`config.mk`:
```
export PLATFORM = sky130hd
export DESIGN_NAME = enemy_wave_ctrl_flat
export DESIGN_NICKNAME = d
export VERILOG_FILES = /design/src/rtl/enemy_wave_ctrl_if.sv /design/src/rtl/enemy_wave_ctrl.sv /design/src/flat_wrapper.sv
export SDC_FILE = /design/constraint.sdc
export NUM_CORES = 1
export LEC_CHECK = 0
export CAP_MARGIN = 20
export CELL_PAD_IN_SITES_DETAIL_PLACEMENT = 0
export CELL_PAD_IN_SITES_GLOBAL_PLACEMENT = 1
export CORE_ASPECT_RATIO = 1.5
export CORE_UTILIZATION = 43
export CTS_BUF_LIST = sky130_fd_sc_hd__clkbuf_2 sky130_fd_sc_hd__clkbuf_4 sky130_fd_sc_hd__clkbuf_8
export DETAILED_ROUTE_END_ITERATION = 6
export GPL_ROUTABILITY_DRIVEN = 0
export PLACE_DENSITY_LB_ADDON = 0.12
export SLEW_MARGIN = 20
export SYNTH_ARGS = -nofsm -noshare
export SYNTH_HDL_FRONTEND = slang
export SYNTH_SLANG_ARGS = --single-unit
export TNS_END_PERCENT = 1
```
`constraint.sdc`:
```
create_clock -name clk_i -period 3.9 [get_ports clk_i]
set_input_delay 0.39 -clock clk_i [delete_from_list [all_inputs] [get_ports clk_i]]
set_output_delay 0.39 -clock clk_i [all_outputs]
set_load 0.05 [all_outputs]
```
`src/rtl/enemy_wave_ctrl_if.sv`:
```
// Control/status bundle between the game logic and the enemy wave controller.
interface enemy_wave_ctrl_if;
    logic       frame_clk;
    logic       start;
    logic       is_playing;
    logic       hit;
    logic       enemy_direction_X;
    logic       enemy_direction_Y;
    logic       delete_enemies;
    logic [9:0] formation_x;
    logic [9:0] formation_y;
    logic [5:0] enemies_alive;
    logic       wave_cleared;
    logic       game_over;

    // Game side: drives frame timing and events, observes formation state.
    modport master (
        output frame_clk, start, is_playing, hit,
        input  enemy_direction_X, enemy_direction_Y, delete_enemies,
        input  formation_x, formation_y, enemies_alive, wave_cleared, game_over
    );

    // Controller side.
    modport slave (
        input  frame_clk, start, is_playing, hit,
        output enemy_direction_X, enemy_direction_Y, delete_enemies,
        output formation_x, formation_y, enemies_alive, wave_cleared, game_over
    );
endinterface

```
`src/rtl/enemy_wave_ctrl.sv`:
```
// Enemy formation controller: marches the formation left/right one pixel per
// frame, drops it at each boundary, counts kills and flags cleared / lost waves.
module enemy_wave_ctrl #(
    parameter int unsigned ENEMY_COUNT = 15,
    parameter int unsigned X_INIT      = 100,
    parameter int unsigned Y_INIT      = 40,
    parameter int unsigned FORMATION_W = 400,
    parameter int unsigned X_MIN       = 8,
    parameter int unsigned X_MAX       = 632,
    parameter int unsigned DROP_FRAMES = 10,
    parameter int unsigned Y_LIMIT     = 380
) (
    input  logic               clk_i,
    input  logic               reset_i,
    enemy_wave_ctrl_if.slave   bus
);
    localparam logic [9:0] X_INIT_C  = 10'(X_INIT);
    localparam logic [9:0] Y_INIT_C  = 10'(Y_INIT);
    localparam logic [9:0] FORM_W_C  = 10'(FORMATION_W);
    localparam logic [9:0] X_MIN_C   = 10'(X_MIN);
    localparam logic [9:0] X_MAX_C   = 10'(X_MAX);
    localparam logic [9:0] DROP_C    = 10'(DROP_FRAMES);
    localparam logic [9:0] Y_LIMIT_C = 10'(Y_LIMIT);
    localparam logic [5:0] COUNT_C   = 6'(ENEMY_COUNT);

    typedef enum logic [2:0] {
        S_IDLE,
        S_MARCH,
        S_DROP,
        S_CLEARED,
        S_OVER
    } state_t;

    state_t     state_q;
    logic       fsync1_q, fsync2_q, fprev_q;
    logic [9:0] x_q, y_q, drop_cnt_q;
    logic [5:0] alive_q;
    logic       dir_x_q, dir_y_q, del_q, clr_q, over_q;

    logic       tick;
    logic [9:0] x_d, y_d, cnt_d;
    logic [5:0] alive_d;
    logic       at_edge;

    // Frame tick: one cycle after the synchronised rising edge; dropped while paused.
    assign tick = fsync2_q & ~fprev_q & bus.is_playing;

    // Candidate next values; the FSM decides which of them are committed.
    always_comb begin
        x_d     = dir_x_q ? (x_q + 10'd1) : (x_q - 10'd1);
        y_d     = y_q + 10'd1;
        cnt_d   = drop_cnt_q - 10'd1;
        alive_d = (bus.hit && alive_q != 6'd0) ? (alive_q - 6'd1) : alive_q;
        at_edge = dir_x_q ? ((x_d + FORM_W_C) == X_MAX_C) : (x_d == X_MIN_C);
    end

    // Synchroniser plus wave FSM with all outputs registered.
    always_ff @(posedge clk_i) begin
        if (reset_i) begin
            fsync1_q   <= 1'b0;
            fsync2_q   <= 1'b0;
            fprev_q    <= 1'b0;
            state_q    <= S_IDLE;
            x_q        <= X_INIT_C;
            y_q        <= Y_INIT_C;
            alive_q    <= COUNT_C;
            drop_cnt_q <= 10'd0;
            dir_x_q    <= 1'b1;
            dir_y_q    <= 1'b0;
            del_q      <= 1'b0;
            clr_q      <= 1'b0;
            over_q     <= 1'b0;
        end else begin
            fsync1_q <= bus.frame_clk;
            fsync2_q <= fsync1_q;
            fprev_q  <= fsync2_q;
            del_q    <= 1'b0;
            case (state_q)
                S_IDLE, S_CLEARED, S_OVER: begin
                    if (bus.start) begin
                        state_q <= S_MARCH;
                        x_q     <= X_INIT_C;
                        y_q     <= Y_INIT_C;
                        alive_q <= COUNT_C;
                        dir_x_q <= 1'b1;
                        dir_y_q <= 1'b0;
                        clr_q   <= 1'b0;
                        over_q  <= 1'b0;
                    end
                end
                S_MARCH: begin
                    alive_q <= alive_d;
                    if (tick) x_q <= x_d;
                    // Last kill wins over a boundary hit on the same frame.
                    if (alive_d == 6'd0) begin
                        state_q <= S_CLEARED;
                        dir_y_q <= 1'b0;
                        clr_q   <= 1'b1;
                        del_q   <= 1'b1;
                    end else if (tick && at_edge) begin
                        state_q    <= S_DROP;
                        dir_y_q    <= 1'b1;
                        drop_cnt_q <= DROP_C;
                    end
                end
                S_DROP: begin
                    alive_q <= alive_d;
                    if (tick) begin
                        y_q        <= y_d;
                        drop_cnt_q <= cnt_d;
                    end
                    // Reaching the limit loses the wave even if the drop also ends
                    // or the last enemy dies on this frame.
                    if (tick && y_d == Y_LIMIT_C) begin
                        state_q <= S_OVER;
                        dir_y_q <= 1'b0;
                        over_q  <= 1'b1;
                        del_q   <= 1'b1;
                    end else if (alive_d == 6'd0) begin
                        state_q <= S_CLEARED;
                        dir_y_q <= 1'b0;
                        clr_q   <= 1'b1;
                        del_q   <= 1'b1;
                    end else if (tick && cnt_d == 10'd0) begin
                        state_q <= S_MARCH;
                        dir_x_q <= ~dir_x_q;
                        dir_y_q <= 1'b0;
                    end
                end
                default: state_q <= S_IDLE;
            endcase
        end
    end

    assign bus.enemy_direction_X = dir_x_q;
    assign bus.enemy_direction_Y = dir_y_q;
    assign bus.delete_enemies    = del_q;
    assign bus.formation_x       = x_q;
    assign bus.formation_y       = y_q;
    assign bus.enemies_alive     = alive_q;
    assign bus.wave_cleared      = clr_q;
    assign bus.game_over         = over_q;
endmodule

```
`src/flat_wrapper.sv`:
```
// flat-port wrapper written by rule: the top's interface ports become plain ports
module enemy_wave_ctrl_flat 
#(
    parameter int unsigned ENEMY_COUNT = 15,
    parameter int unsigned X_INIT      = 100,
    parameter int unsigned Y_INIT      = 40,
    parameter int unsigned FORMATION_W = 400,
    parameter int unsigned X_MIN       = 8,
    parameter int unsigned X_MAX       = 632,
    parameter int unsigned DROP_FRAMES = 10,
    parameter int unsigned Y_LIMIT     = 380
)
  (clk_i, reset_i, bus_frame_clk, bus_start, bus_is_playing, bus_hit, bus_enemy_direction_X, bus_enemy_direction_Y, bus_delete_enemies, bus_formation_x, bus_formation_y, bus_enemies_alive, bus_wave_cleared, bus_game_over);
  enemy_wave_ctrl_if bus_i ();
  input  logic clk_i;
  input  logic reset_i;
  input wire logic [$bits(bus_i.frame_clk)-1:0] bus_frame_clk;
  input wire logic [$bits(bus_i.start)-1:0] bus_start;
  input wire logic [$bits(bus_i.is_playing)-1:0] bus_is_playing;
  input wire logic [$bits(bus_i.hit)-1:0] bus_hit;
  output wire logic [$bits(bus_i.enemy_direction_X)-1:0] bus_enemy_direction_X;
  output wire logic [$bits(bus_i.enemy_direction_Y)-1:0] bus_enemy_direction_Y;
  output wire logic [$bits(bus_i.delete_enemies)-1:0] bus_delete_enemies;
  output wire logic [$bits(bus_i.formation_x)-1:0] bus_formation_x;
  output wire logic [$bits(bus_i.formation_y)-1:0] bus_formation_y;
  output wire logic [$bits(bus_i.enemies_alive)-1:0] bus_enemies_alive;
  output wire logic [$bits(bus_i.wave_cleared)-1:0] bus_wave_cleared;
  output wire logic [$bits(bus_i.game_over)-1:0] bus_game_over;
  assign bus_i.frame_clk = bus_frame_clk;
  assign bus_i.start = bus_start;
  assign bus_i.is_playing = bus_is_playing;
  assign bus_i.hit = bus_hit;
  assign bus_enemy_direction_X = bus_i.enemy_direction_X;
  assign bus_enemy_direction_Y = bus_i.enemy_direction_Y;
  assign bus_delete_enemies = bus_i.delete_enemies;
  assign bus_formation_x = bus_i.formation_x;
  assign bus_formation_y = bus_i.formation_y;
  assign bus_enemies_alive = bus_i.enemies_alive;
  assign bus_wave_cleared = bus_i.wave_cleared;
  assign bus_game_over = bus_i.game_over;
  enemy_wave_ctrl #(.ENEMY_COUNT(ENEMY_COUNT), .X_INIT(X_INIT), .Y_INIT(Y_INIT), .FORMATION_W(FORMATION_W), .X_MIN(X_MIN), .X_MAX(X_MAX), .DROP_FRAMES(DROP_FRAMES), .Y_LIMIT(Y_LIMIT)) u_core (.clk_i(clk_i), .reset_i(reset_i), .bus(bus_i));
endmodule
```
# ---- Word-level counts from Yosys, hierarchy flattened
# Cells that the tools add are included.
dict set report word_totals {
  elab_cells 107
  mem_count 0
  romBits 0
  out_inout_bits 31
  reg_bits 47
  mem_bits_rw 0
  latch_bits 0
  input_bits 6
}
dict set report classes {
  reduce_logical 24
  addsub 6
  n_div 0
  muxes 42
  eq_ne 18
  bitwise 4
  magnitude_cmp 0
  mul 0
  shifts 0
}
# cell n
set ops {}
lappend ops {{$mux W10} 8}
lappend ops {{$pmux W10 S2} 3}
lappend ops {{$add A10 B1 Y10 const B} 2}
lappend ops {{$sub A10 B1 Y10 const B} 2}
lappend ops {{$mux W3} 6}
lappend ops {{$mux W1} 16}
lappend ops {{$reduce_and A3 Y1} 5}
lappend ops {{$mux W6} 2}
lappend ops {{$pmux W6 S2} 1}
lappend ops {{$add A10 B9 Y10 const B} 1}
lappend ops {{$eq A10 B10 Y1 const B} 1}
lappend ops {{$eq A10 B4 Y1 const B} 1}
lappend ops {{$eq A10 B9 Y1 const B} 1}
lappend ops {{$logic_not A10 Y1} 1}
lappend ops {{$ne A2 B1 Y1 const B} 5}
lappend ops {{$pmux W3 S3} 1}
lappend ops {{$ne A2 B2 Y1 const B} 4}
lappend ops {{$reduce_and A4 Y1} 2}
lappend ops {{$reduce_bool A2 Y1} 4}
lappend ops {{$eq A3 B2 Y1 const B} 2}
lappend ops {{$logic_not A6 Y1} 1}
lappend ops {{$pmux W1 S2} 3}
lappend ops {{$pmux W1 S3} 2}
lappend ops {{$reduce_bool A6 Y1} 1}
lappend ops {{other kinds (14)} 19}

# ---- Longest topological paths before layout
# Gate-level depths: netlist of the first run.
dict set report depth {
  depth_word 9
  depth_mapped 10
  ltp_nobuf 9
}

# ---- Least setup slack after synthesis of the first run
# Ideal clock, no wire load.
dict set report synth_timing {
  path_kind {reg2reg}
  startpoint {register u_core.dir_x_q, in the netlist u_core.bus.enemy_direction_X}
  endpoint {register u_core.state_q[2]}
  synth_period_minus_slack_ns 3.452
  setup_ns 0.116
  t_arrival_ns 3.336
  t_required_ns 3.784
  n_path_buf 0
  setup_slack_ns 0.448
  stages_incl_launch_ff 10
  cell_sequence {dfxtp_1 -> inv_1 -> fa_1 -> a211oi_2 -> nor2_1 -> xnor2_1 -> or3b_2 -> a2111oi_2 -> o221ai_1 -> a31o_1}
}
dict set report synth_via {
  elab_chain_cells 7
  elab_cells_between_ends 8
  cone_classes {1 x add/sub; 3 x eq/ne; 2 x mux; 2 x reduce/logical}
}
# item line_no
set synth_rtl {}
lappend synth_rtl {{start, declared} enemy_wave_ctrl.sv:38} ;# logic dir_x_q, dir_y_q, del_q, clr_q, over_q;
lappend synth_rtl {{start signal, assigned} enemy_wave_ctrl.sv:126} ;# dir_x_q <= ~dir_x_q;
lappend synth_rtl {{$mux W10} enemy_wave_ctrl.sv:50} ;# x_d = dir_x_q ? (x_q + 10'd1) : (x_q - 10'd1);
lappend synth_rtl {{$add A10 B9 Y10} enemy_wave_ctrl.sv:54} ;# at_edge = dir_x_q ? ((x_d + FORM_W_C) == X_MAX_C) : (x_d == X_MIN_C);
lappend synth_rtl {{$eq A10 B10 Y1} enemy_wave_ctrl.sv:54}
lappend synth_rtl {{$mux W1 (*)} enemy_wave_ctrl.sv:54}
lappend synth_rtl {{$logic_and A1 B1 Y1 (*)} enemy_wave_ctrl.sv:100} ;# end else if (tick && at_edge) begin
lappend synth_rtl {{$ne A3 B1 Y1 (no source line) (*)} -}
lappend synth_rtl {{$reduce_and A3 Y1 (no source line) (*)} -}
lappend synth_rtl {{end signal, assigned} enemy_wave_ctrl.sv:63} ;# state_q <= S_IDLE;
lappend synth_rtl {{end signal, assigned} enemy_wave_ctrl.sv:96} ;# state_q <= S_CLEARED;
lappend synth_rtl {{end signal, assigned} enemy_wave_ctrl.sv:101} ;# state_q <= S_DROP;
lappend synth_rtl {{end, declared} enemy_wave_ctrl.sv:34} ;# state_t state_q;
# Every way passes the cells marked *; elsewhere a longest branch is shown, timed or not.
# A chain may end at the register's enable or synchronous reset.

# ---- Final worst setup path of the first run
dict set report layout_timing {
  startpoint {register u_core.dir_x_q, in the netlist u_core.bus.enemy_direction_X}
  endpoint {register u_core.drop_cnt_q[9]}
}
dict set report layout_via {
  elab_chain_cells 7
  elab_cells_between_ends 8
  cone_classes {1 x add/sub; 3 x eq/ne; 2 x mux; 2 x reduce/logical}
}
# item line_no
set layout_rtl {}
lappend layout_rtl {{$mux W10} enemy_wave_ctrl.sv:50}
lappend layout_rtl {{$add A10 B9 Y10} enemy_wave_ctrl.sv:54}
lappend layout_rtl {{$eq A10 B10 Y1} enemy_wave_ctrl.sv:54}
lappend layout_rtl {{$mux W1 (*)} enemy_wave_ctrl.sv:54}
lappend layout_rtl {{$logic_and A1 B1 Y1 (*)} enemy_wave_ctrl.sv:100}
lappend layout_rtl {{$ne A2 B1 Y1 (no source line) (*)} -}
lappend layout_rtl {{$reduce_and A4 Y1 (no source line) (*)} -}
lappend layout_rtl {{end signal, assigned} enemy_wave_ctrl.sv:110} ;# drop_cnt_q <= cnt_d;
lappend layout_rtl {{end, declared} enemy_wave_ctrl.sv:36} ;# logic [9:0] x_q, y_q, drop_cnt_q;
# Marks and branches as above.

==> results of run 1 <==
==> routing by layer <==
layer	track usage	up-vias	wire (um)
li1	-	1510	-
met1	0.265	1403	3400
met5	0	-	0
met2	0.378	42	4070
met4	0.0914	0	204
met3	0.0260	16	151
==> state kept, by name (all words and copies together), names as in the netlist <==
| name | cells |
|---|---|
| u_core.bus.enemies_alive | 6 |
| u_core.bus.enemy_direction_Y | 1 |
| u_core.bus.formation_x | 10 |
| u_core.drop_cnt_q | 10 |
| u_core.bus.game_over | 1 |
| u_core.bus.wave_cleared | 1 |
| u_core.fprev_q | 1 |
| u_core.state_q | 3 |
| u_core.fsync1_q | 1 |
| u_core.fsync2_q | 1 |
| u_core.bus.delete_enemies | 1 |
| u_core.bus.formation_y | 10 |
| u_core.bus.enemy_direction_X | 1 |
==> synthesized netlist by cell type, drive strengths merged (4+ instances only) <==
| cell | count | area [um^2] |
|---|---|---|
| dfxtp | 47 | 941 |
| nor2 | 47 | 176 |
| nand2 | 39 | 146 |
| a21oi | 30 | 150 |
| o21ai | 25 | 129 |
| nor3 | 19 | 100 |
| ha | 15 | 188 |
| nand3 | 15 | 75.1 |
| clkbuf | 14 | 52.6 |
| inv | 11 | 41.3 |
| xnor2 | 10 | 87.6 |
| a211oi | 8 | 70.1 |
| a31oi | 7 | 43.8 |
| nor2b | 7 | 43.8 |
| a311oi | 6 | 58.8 |
| nor4 | 6 | 37.5 |
| o31ai | 6 | 45.0 |
| o21a | 5 | 37.5 |
| and3 | 4 | 25.0 |
| nand2b | 4 | 25.0 |
| nand3b | 4 | 30.0 |
==> final cells by class <==
type,count,area (um^2),share of cell area
clock inverters,2,35.0,0.00976
multi-input cells,314,2000,0.558
repair buffers,40,390,0.109
inverters,11,41.3,0.0115
clock buffers,6,82.6,0.0230
well taps,78,97.6,0.0272
flip-flops and latches,47,941,0.262
==> stage by stage <==
stage          std cells   util  instance area, um^2
3_3_place_gp         490  0.507                 3470
4_1_cts              498  0.524                 3590
5_1_grt              498  0.524                 3590
3_5_place_dp         490  0.507                 3470
2_1_floorplan        388      -                 3050
6_report             498  0.524                 3590
==> worst max path at each step <==
| stage | cells after the start | slack, ps | from | to |
|---|---|---|---|---|
| global placement | 9 | 550 | u_core.bus.enemy_direction_X | u_core.drop_cnt_q[7] |
| global route | 9 | 210 | u_core.bus.enemy_direction_X | u_core.drop_cnt_q[4] |
| CTS | 9 | 430 | u_core.bus.enemy_direction_X | u_core.drop_cnt_q[9] |
| floorplan | 9 | 450 | u_core.bus.enemy_direction_X | u_core.state_q[2] |
| finish | 9 | 440 | u_core.bus.enemy_direction_X | u_core.drop_cnt_q[9] |
| detailed placement | 9 | 430 | u_core.bus.enemy_direction_X | u_core.drop_cnt_q[9] |
==> power groups by stage <==
stage	clock network [W]	registers, W	logic (W)
finish	0.000379	0.000505	0.000196
global route	0.000408	0.000507	0.000218
CTS	0.000388	0.000505	0.000199
detailed placement	0	0.000516	0.000198
global placement	0	0.000516	0.000197
floorplan	0	0.000519	0.000136
==> cells by family after synthesis <==
group | Yosys count | share of synthesized area
AO/OA/AOI/OAI | 117 | 0.269
XOR/XNOR | 13 | 0.0419
adder cells (fa/ha/maj) | 16 | 0.0682
buffers and inverters | 27 | 0.0341
flip-flops | 47 | 0.309
multiplexers | 4 | 0.0136
AND/OR/NAND/NOR | 164 | 0.264
==> worst max-delay path: cells and delay by family, from the launching register on <==
kind | cells | cell delay, ps
compound gates | 4 | 1380
simple gates | 2 | 600
fa+ha+maj | 1 | 490
flops | 1 | 420
buf+inv | 1 | 260
xor+xnor | 1 | 170
==> metrics.md, run 1 <==
| Metric | Value |
|---|---|
| Status | complete, but fails checks |
| Failing checks | DRC |
| Power Internal | 0.000759 W |
| Cell area after synthesis | 3050 um^2 |
| CP max FO | 13 |
| Setup Viol. Count Final | 0 |
| Sink Count | 47 |
| Setup Skew | 11.0 ps |
| HPWL after DPL | 5730 um |
| Clock slew at reported path FFs | 90 ps |
| Pin count of the biggest net entering global routing | 29 |
| First-pass GRT wire length | 13200 um |
| Least-Margin Pin Slew | 699 ps |
| Hold Path Class | flop to flop |
| Clock power frac | 0.351 |
| Starting Density | 0.445 |
| Worst Reg2Reg Path Length in Cells | 9 |
| CTS resizes | 0 |
| Crit Path Class | flop to flop |
| P_leak | 1.26 nW |
| Seq/Total Area, Yosys | 0.309 |
| WHS Endpoint | u_core.fsync2_q |
| P per Cell Area | 301 nW/um^2 |
| Number of global-route vias before repair | 2762 |
| Reg-to-reg endpoint | u_core.drop_cnt_q[9] |
| I/O Pins | 37 |
| Root Buffer | clkbuf_8 |
| Post-route antenna net violation count | 0 |
| Seq cells post-synth | 47 |
| Slew headroom | 0.532 |
| Htree depth | 2 |
| WP data arrival | 3630 ps |
| Num rows | 37 |
| Hold_buf cts | 0 |
| Area Growth Syn to Fin | 17.8% |
| Syn_area_per_cell | 7.85 um^2 |
| Crit-path cells | inv_1 > fa_1 > a211oi_2 > nor2_1 > xnor2_1 > or3b_2 > a2111o_1 > o21ai_2 > a311oi_1 |
| Final layout net count | 441 |
| Fmax achieved | 289 MHz |
| Yosys warning count | 0 |
| CP Launch Type | flop |
| Vias/cell | 5.97 |
| Core box area | 6850 um^2 |
| Worst setup slack after layout | 443 ps |
| Most frequent cells in the layout | nor2_1 (47), dfxtp_1 (47), nand2_1 (39) |
| Initial DRC Count | 108 |
| RSZ-0062 raised after global routing | false |
| Avg WL per Cell | 15.7 um |
| Final WL | 7820 um |
| GRT overflow | 0 |
| Sw frac | 0.297 |
| CTS buffer count | 5 |
| Pre-CTS setup slack | 433 ps |
| IO Port Bufs | 36 |
| CP Capture Type | flop |
| Final Total Pwr | 0.00108 W |
| WHS Path Cells | 1 |
| Maxcap violations | 0 |
| Clock buffer depth | 2 |
| FF-to-FF Start | u_core.bus.enemy_direction_X |
| Diode count | 0 |
| Crit path required time | 4070 ps |
| Slew Viols, Final | 0 |
| Crit path time final | 3460 ps |
| Min-delay src | u_core.fsync1_q |
| Die area | 7430 um^2 |
| CTS tree | yes |
| Residual DRC | 4 |
| Worst skew pair latency | 300 ps |
| Final hold slack | 460 ps |
| Async SR Flop Fraction | 0 |
| Mapped Nets | 410 |
| Number of synthesized flops with an enable pin | 0 |
| Share of cells above drive strength 1 | 0.0619 |
| Max incr delay on CP | 490 ps |
| GRT Util Overall | 0.217 |
| Slowest CP cell | fa_1 |
| Share of power burned in registers | 0.468 |
| Filler Cell Count | 682 |
| Synthesized instance count | 388 |
| Final number of hold-violating endpoints | 0 |
| Final Cycle Share | 0.886 |
| Drt pass-1 iters | 6 |
| Distinct cell type count after synthesis | 64 |
| Reg2Reg Setup Slack | 440 ps |
| Die width | 70.7 um |
| Height of the die | 105 um |
| NetSw | 0.000321 W |
| DR vias | 2971 |
| Setup TNS | 0 ps |
| Logic pwr share | 0.182 |
| Initial antenna violation count | 0 |
| Maximum vdd drop | 0.180 mV |
| Setup Fix Bufs, Post-CTS | 0 |
| Dominant synthesized flop cell | dfxtp_1 |
No activity file was read; power rests on OpenSTA's default activity.
==> run 2, diff against run 1 <==
--- a/config.mk
+++ b/config.mk
@@ -5,16 +5,16 @@
 export SDC_FILE = /design/constraint.sdc
 export NUM_CORES = 1
 export LEC_CHECK = 0
-export CAP_MARGIN = 20
+export ABC_AREA = 1
+export CAP_MARGIN = 30
 export CELL_PAD_IN_SITES_DETAIL_PLACEMENT = 0
 export CELL_PAD_IN_SITES_GLOBAL_PLACEMENT = 1
 export CORE_ASPECT_RATIO = 1.5
-export CORE_UTILIZATION = 43
+export CORE_UTILIZATION = 41
 export CTS_BUF_LIST = sky130_fd_sc_hd__clkbuf_2 sky130_fd_sc_hd__clkbuf_4 sky130_fd_sc_hd__clkbuf_8
 export DETAILED_ROUTE_END_ITERATION = 6
 export GPL_ROUTABILITY_DRIVEN = 0
 export PLACE_DENSITY_LB_ADDON = 0.12
-export SLEW_MARGIN = 20
 export SYNTH_ARGS = -nofsm -noshare
 export SYNTH_HDL_FRONTEND = slang
 export SYNTH_SLANG_ARGS = --single-unit
==> run 2 against run 1 <==
  * The run now ends clean
  * Area after synthesis grew 9.1%
  * Core utilization shrank 2.0 points
  * Maximum frequency grew 36%
  * Flip-flop and latch count is the same
  * Count of clock-buffer cells in the layout is the same
  * Clock power shrank 6.3%
  * Synthesized cell count grew 39%
  * Non-clock buffer count shrank 3
  * Global-route usage shrank 0.28 points
  * Final area grew 8.8%
  * Total power grew 130%
  * Sequential power grew 27%
  * Largest power group is now combinational logic
  * Highest routed layer unchanged
==> metrics.md, run 2 <==
| Metric | Value |
|---|---|
| Status | complete, no violations |
| Die area | 8480 um^2 (+14%) |
| IO Port Bufs | 36 (unchanged) |
| Syn_area_per_cell | 6.17 um^2 (-21%) |
| Diode count | 0 (unchanged) |
| Top sig layer | met4 |
| Reg2Reg Setup Slack | 1350 ps (+910 ps) |
| Crit path time final | 2550 ps (-911 ps) |
| Maximum vdd drop | 0.318 mV (+77%) |
| WHS Endpoint | u_core.fsync2_q |
| Starting Density | 0.428 (-0.0162) |
| Num rows | 39 (+5.4%) |
| Distinct cell type count after synthesis | 36 (-44%) |
| Min-delay src | u_core.fsync1_q |
| Yosys warning count | 0 (unchanged) |
| CTS tree | yes |
| Worst Reg2Reg Path Length in Cells | 14 (+5) |
| P_leak | 1.86 nW (+48%) |
| CTS resizes | 0 (unchanged) |
| Post-route antenna net violation count | 0 (unchanged) |
| Vias/cell | 4.95 (-17%) |
| Worst skew pair latency | 310 ps (about the same) |
| Setup TNS | 0 ps (unchanged) |
| Async SR Flop Fraction | 0 (unchanged) |
| DR vias | 3364 (+13%) |
| Hold_buf cts | 0 (unchanged) |
| Cell area after synthesis | 3320 um^2 (+9.1%) |
| Crit path required time | 4140 ps (+70 ps) |
| Number of global-route vias before repair | 3128 (+13%) |
| Clock buffer depth | 2 (unchanged) |
| Final WL | 8390 um (+7.3%) |
| Residual DRC | 0 (-4) |
| Root Buffer | clkbuf_8 |
| Slew Viols, Final | 0 (unchanged) |
| Height of the die | 112 um (+6.8%) |
| Initial DRC Count | 125 (+16%) |
| Synthesized instance count | 539 (+39%) |
| First-pass GRT wire length | 14100 um (+7.0%) |
| Least-Margin Pin Slew | 523 ps (-176 ps) |
| Hold Path Class | flop to flop |
| Initial antenna violation count | 0 (unchanged) |
| GRT Util Overall | 0.214 (-0.00283) |
| Avg WL per Cell | 12.3 um (-21%) |
| Crit Path Class | flop to flop |
| Filler Cell Count | 849 (+24%) |
| Area leader, netlist | dfxtp_1 |
| Maxcap violations | 0 (unchanged) |
| Metal-1 WL | 3530 um (+3.8%) |
| Setup Skew | 9.38 ps (-1.63 ps) |
| FF-to-FF Start | u_core.bus.enemy_direction_X |
| Pin count of the biggest net entering global routing | 33 (+14%) |
| RSZ-0062 raised after global routing | false |
| Most frequent cells in the layout | nand2_1 (180), inv_1 (67), nor2_1 (55) |
| Fmax achieved | 393 MHz (+36%) |
| Most common cell after layout, fill and taps aside | nand2_1 |
| Share of cells above drive strength 1 | 0.0813 (+0.0194) |
| Core box area | 7760 um^2 (+13%) |
| Reg-to-reg endpoint | u_core.drop_cnt_q[7] |
| Drt pass-1 iters | 4 (-2) |
| Setup Fix Bufs, Post-CTS | 0 (unchanged) |
| Sink Count | 47 (unchanged) |
| Largest cells by area after synthesis | dfxtp_1 (28%), nand2_1 (20%), inv_1 (7.6%), nand3_1 (6.8%), nor2_1 (6.2%) |
| Htree depth | 2 (unchanged) |
| Area Growth Syn to Fin | 17.5% |
| Commonest cells post-synth | nand2_1 (180), inv_1 (67), nor2_1 (55) |
| Mapped Nets | 561 (+37%) |
| HPWL after DPL | 6680 um (+17%) |
| Final core utilization | 0.503 (-0.0205) |
| Metal3 WL | 183 um (+21%) |
| Slew headroom | 0.650 (+0.118) |
| Synth top area share | 0.283 (-0.0258) |
| Seq/Total Area, Yosys | 0.283 (-0.0258) |
| CTS buffer count | 5 (unchanged) |
| Seq cells post-synth | 47 (unchanged) |
| WP data arrival | 2790 ps (-840 ps) |
| I/O Pins | 37 (unchanged) |
| Clock slew at reported path FFs | 90 ps (about the same) |
| Dominant synthesized flop cell | dfxtp_1 |
| P per Cell Area | 640 nW/um^2 (+110%) |
| CP max FO | 10 (-3) |
| Routed wl met2 | 4550 um (+12%) |
| Die width | 75.5 um (+6.8%) |
| Final number of hold-violating endpoints | 0 (unchanged) |
| Setup Viol. Count Final | 0 (unchanged) |
| Final Cycle Share | 0.653 (-0.233) |
| Number of synthesized flops with an enable pin | 0 (unchanged) |
| CP Launch Type | flop |
| GRT overflow | 0 (unchanged) |
| CP Capture Type | flop |
| WHS Path Cells | 2 (+1) |
| Most common cell in the netlist | nand2_1 |
| Final layout net count | 600 (+36%) |
==> run 2: cell types whose count changed in the layout (fill, tap and decap cells not counted), moves of 8 or more <==
cell,before,now
nand4_1,2,13
nand2_1,39,180
inv_1,11,67
inv_2,0,11
nor2_2,0,11
o21ai_0,18,4
nor2_1,47,55
nand3_1,15,45
nor3_1,18,1
xnor2_1,10,0
==> run 2: worst max-delay path by stage <==
stage                                 startpoint                   end  slack, ps
floorplan           u_core.bus.enemy_direction_X  u_core.drop_cnt_q[0]       1280
global route        u_core.bus.enemy_direction_X  u_core.drop_cnt_q[4]       1070
detailed placement  u_core.bus.enemy_direction_X  u_core.drop_cnt_q[7]       1350
finish              u_core.bus.enemy_direction_X  u_core.drop_cnt_q[7]       1350
CTS                 u_core.bus.enemy_direction_X  u_core.drop_cnt_q[5]       1340
global placement    u_core.bus.enemy_direction_X  u_core.drop_cnt_q[0]       1370
==> run 2: logic make-up after synthesis <==
logic type	synth area share
AO/OA/AOI/OAI	0.0937
AND/OR/NAND/NOR	0.451
buffers and inverters	0.0971
XOR/XNOR	0.0132
adder cells (fa/ha/maj)	0.0625
flip-flops	0.283
==> run 2: where the power goes <==
group          switching, W  internal, W
sequential        0.0000855     0.000554
combinational       0.00102     0.000483
clock              0.000160     0.000195
==> run 2: per-layer routing <==
metal / up-vias / GRT usage
met3: 8 / 0.0269
met5: - / 0
li1: 1793 / -
met2: 44 / 0.393
met1: 1519 / 0.247
met4: 0 / 0.0667
==> run 2: final cells by class <==
class	instances	area, um^2	area share
Clock buffer	6	76.3	0.0195
Multi-Input combinational cell	407	2060	0.528
Timing Repair Buffer	37	368	0.0942
Inverter	80	303	0.0775
Clock inverter	1	30.0	0.00769
Tap cell	102	128	0.0327
Sequential cell	47	941	0.241
==> run 2: per-stage QoR <==
step / hold slack (ps) / power [W] / cell area (um^2) / instances / worst slack (ps)
after global placement: 392 / 0.00216 / 3800 / 673 / 1370
after CTS: 415 / 0.00253 / 3910 / 680 / 1340
after floorplan: 388 / 0.00181 / 3320 / 539 / 1280
final: 409 / 0.00250 / 3910 / 680 / 1350
after detailed placement: 400 / 0.00216 / 3800 / 673 / 1350
after global routing: 436 / 0.00276 / 3910 / 680 / 1070
==> run 2: critical path: stages (launching register included) <==
cell,delay (ps)
dfxtp_1,420
inv_1,230
ha_1,420
or2_1,310
nand3_1,160
nand2_1,80
nand2_1,60
nand2_1,90
nand3_1,100
nand2_1,50
nand3_1,120
nand2_1,110
nand2_4,150
nand2_1,60
a21oi_1,120
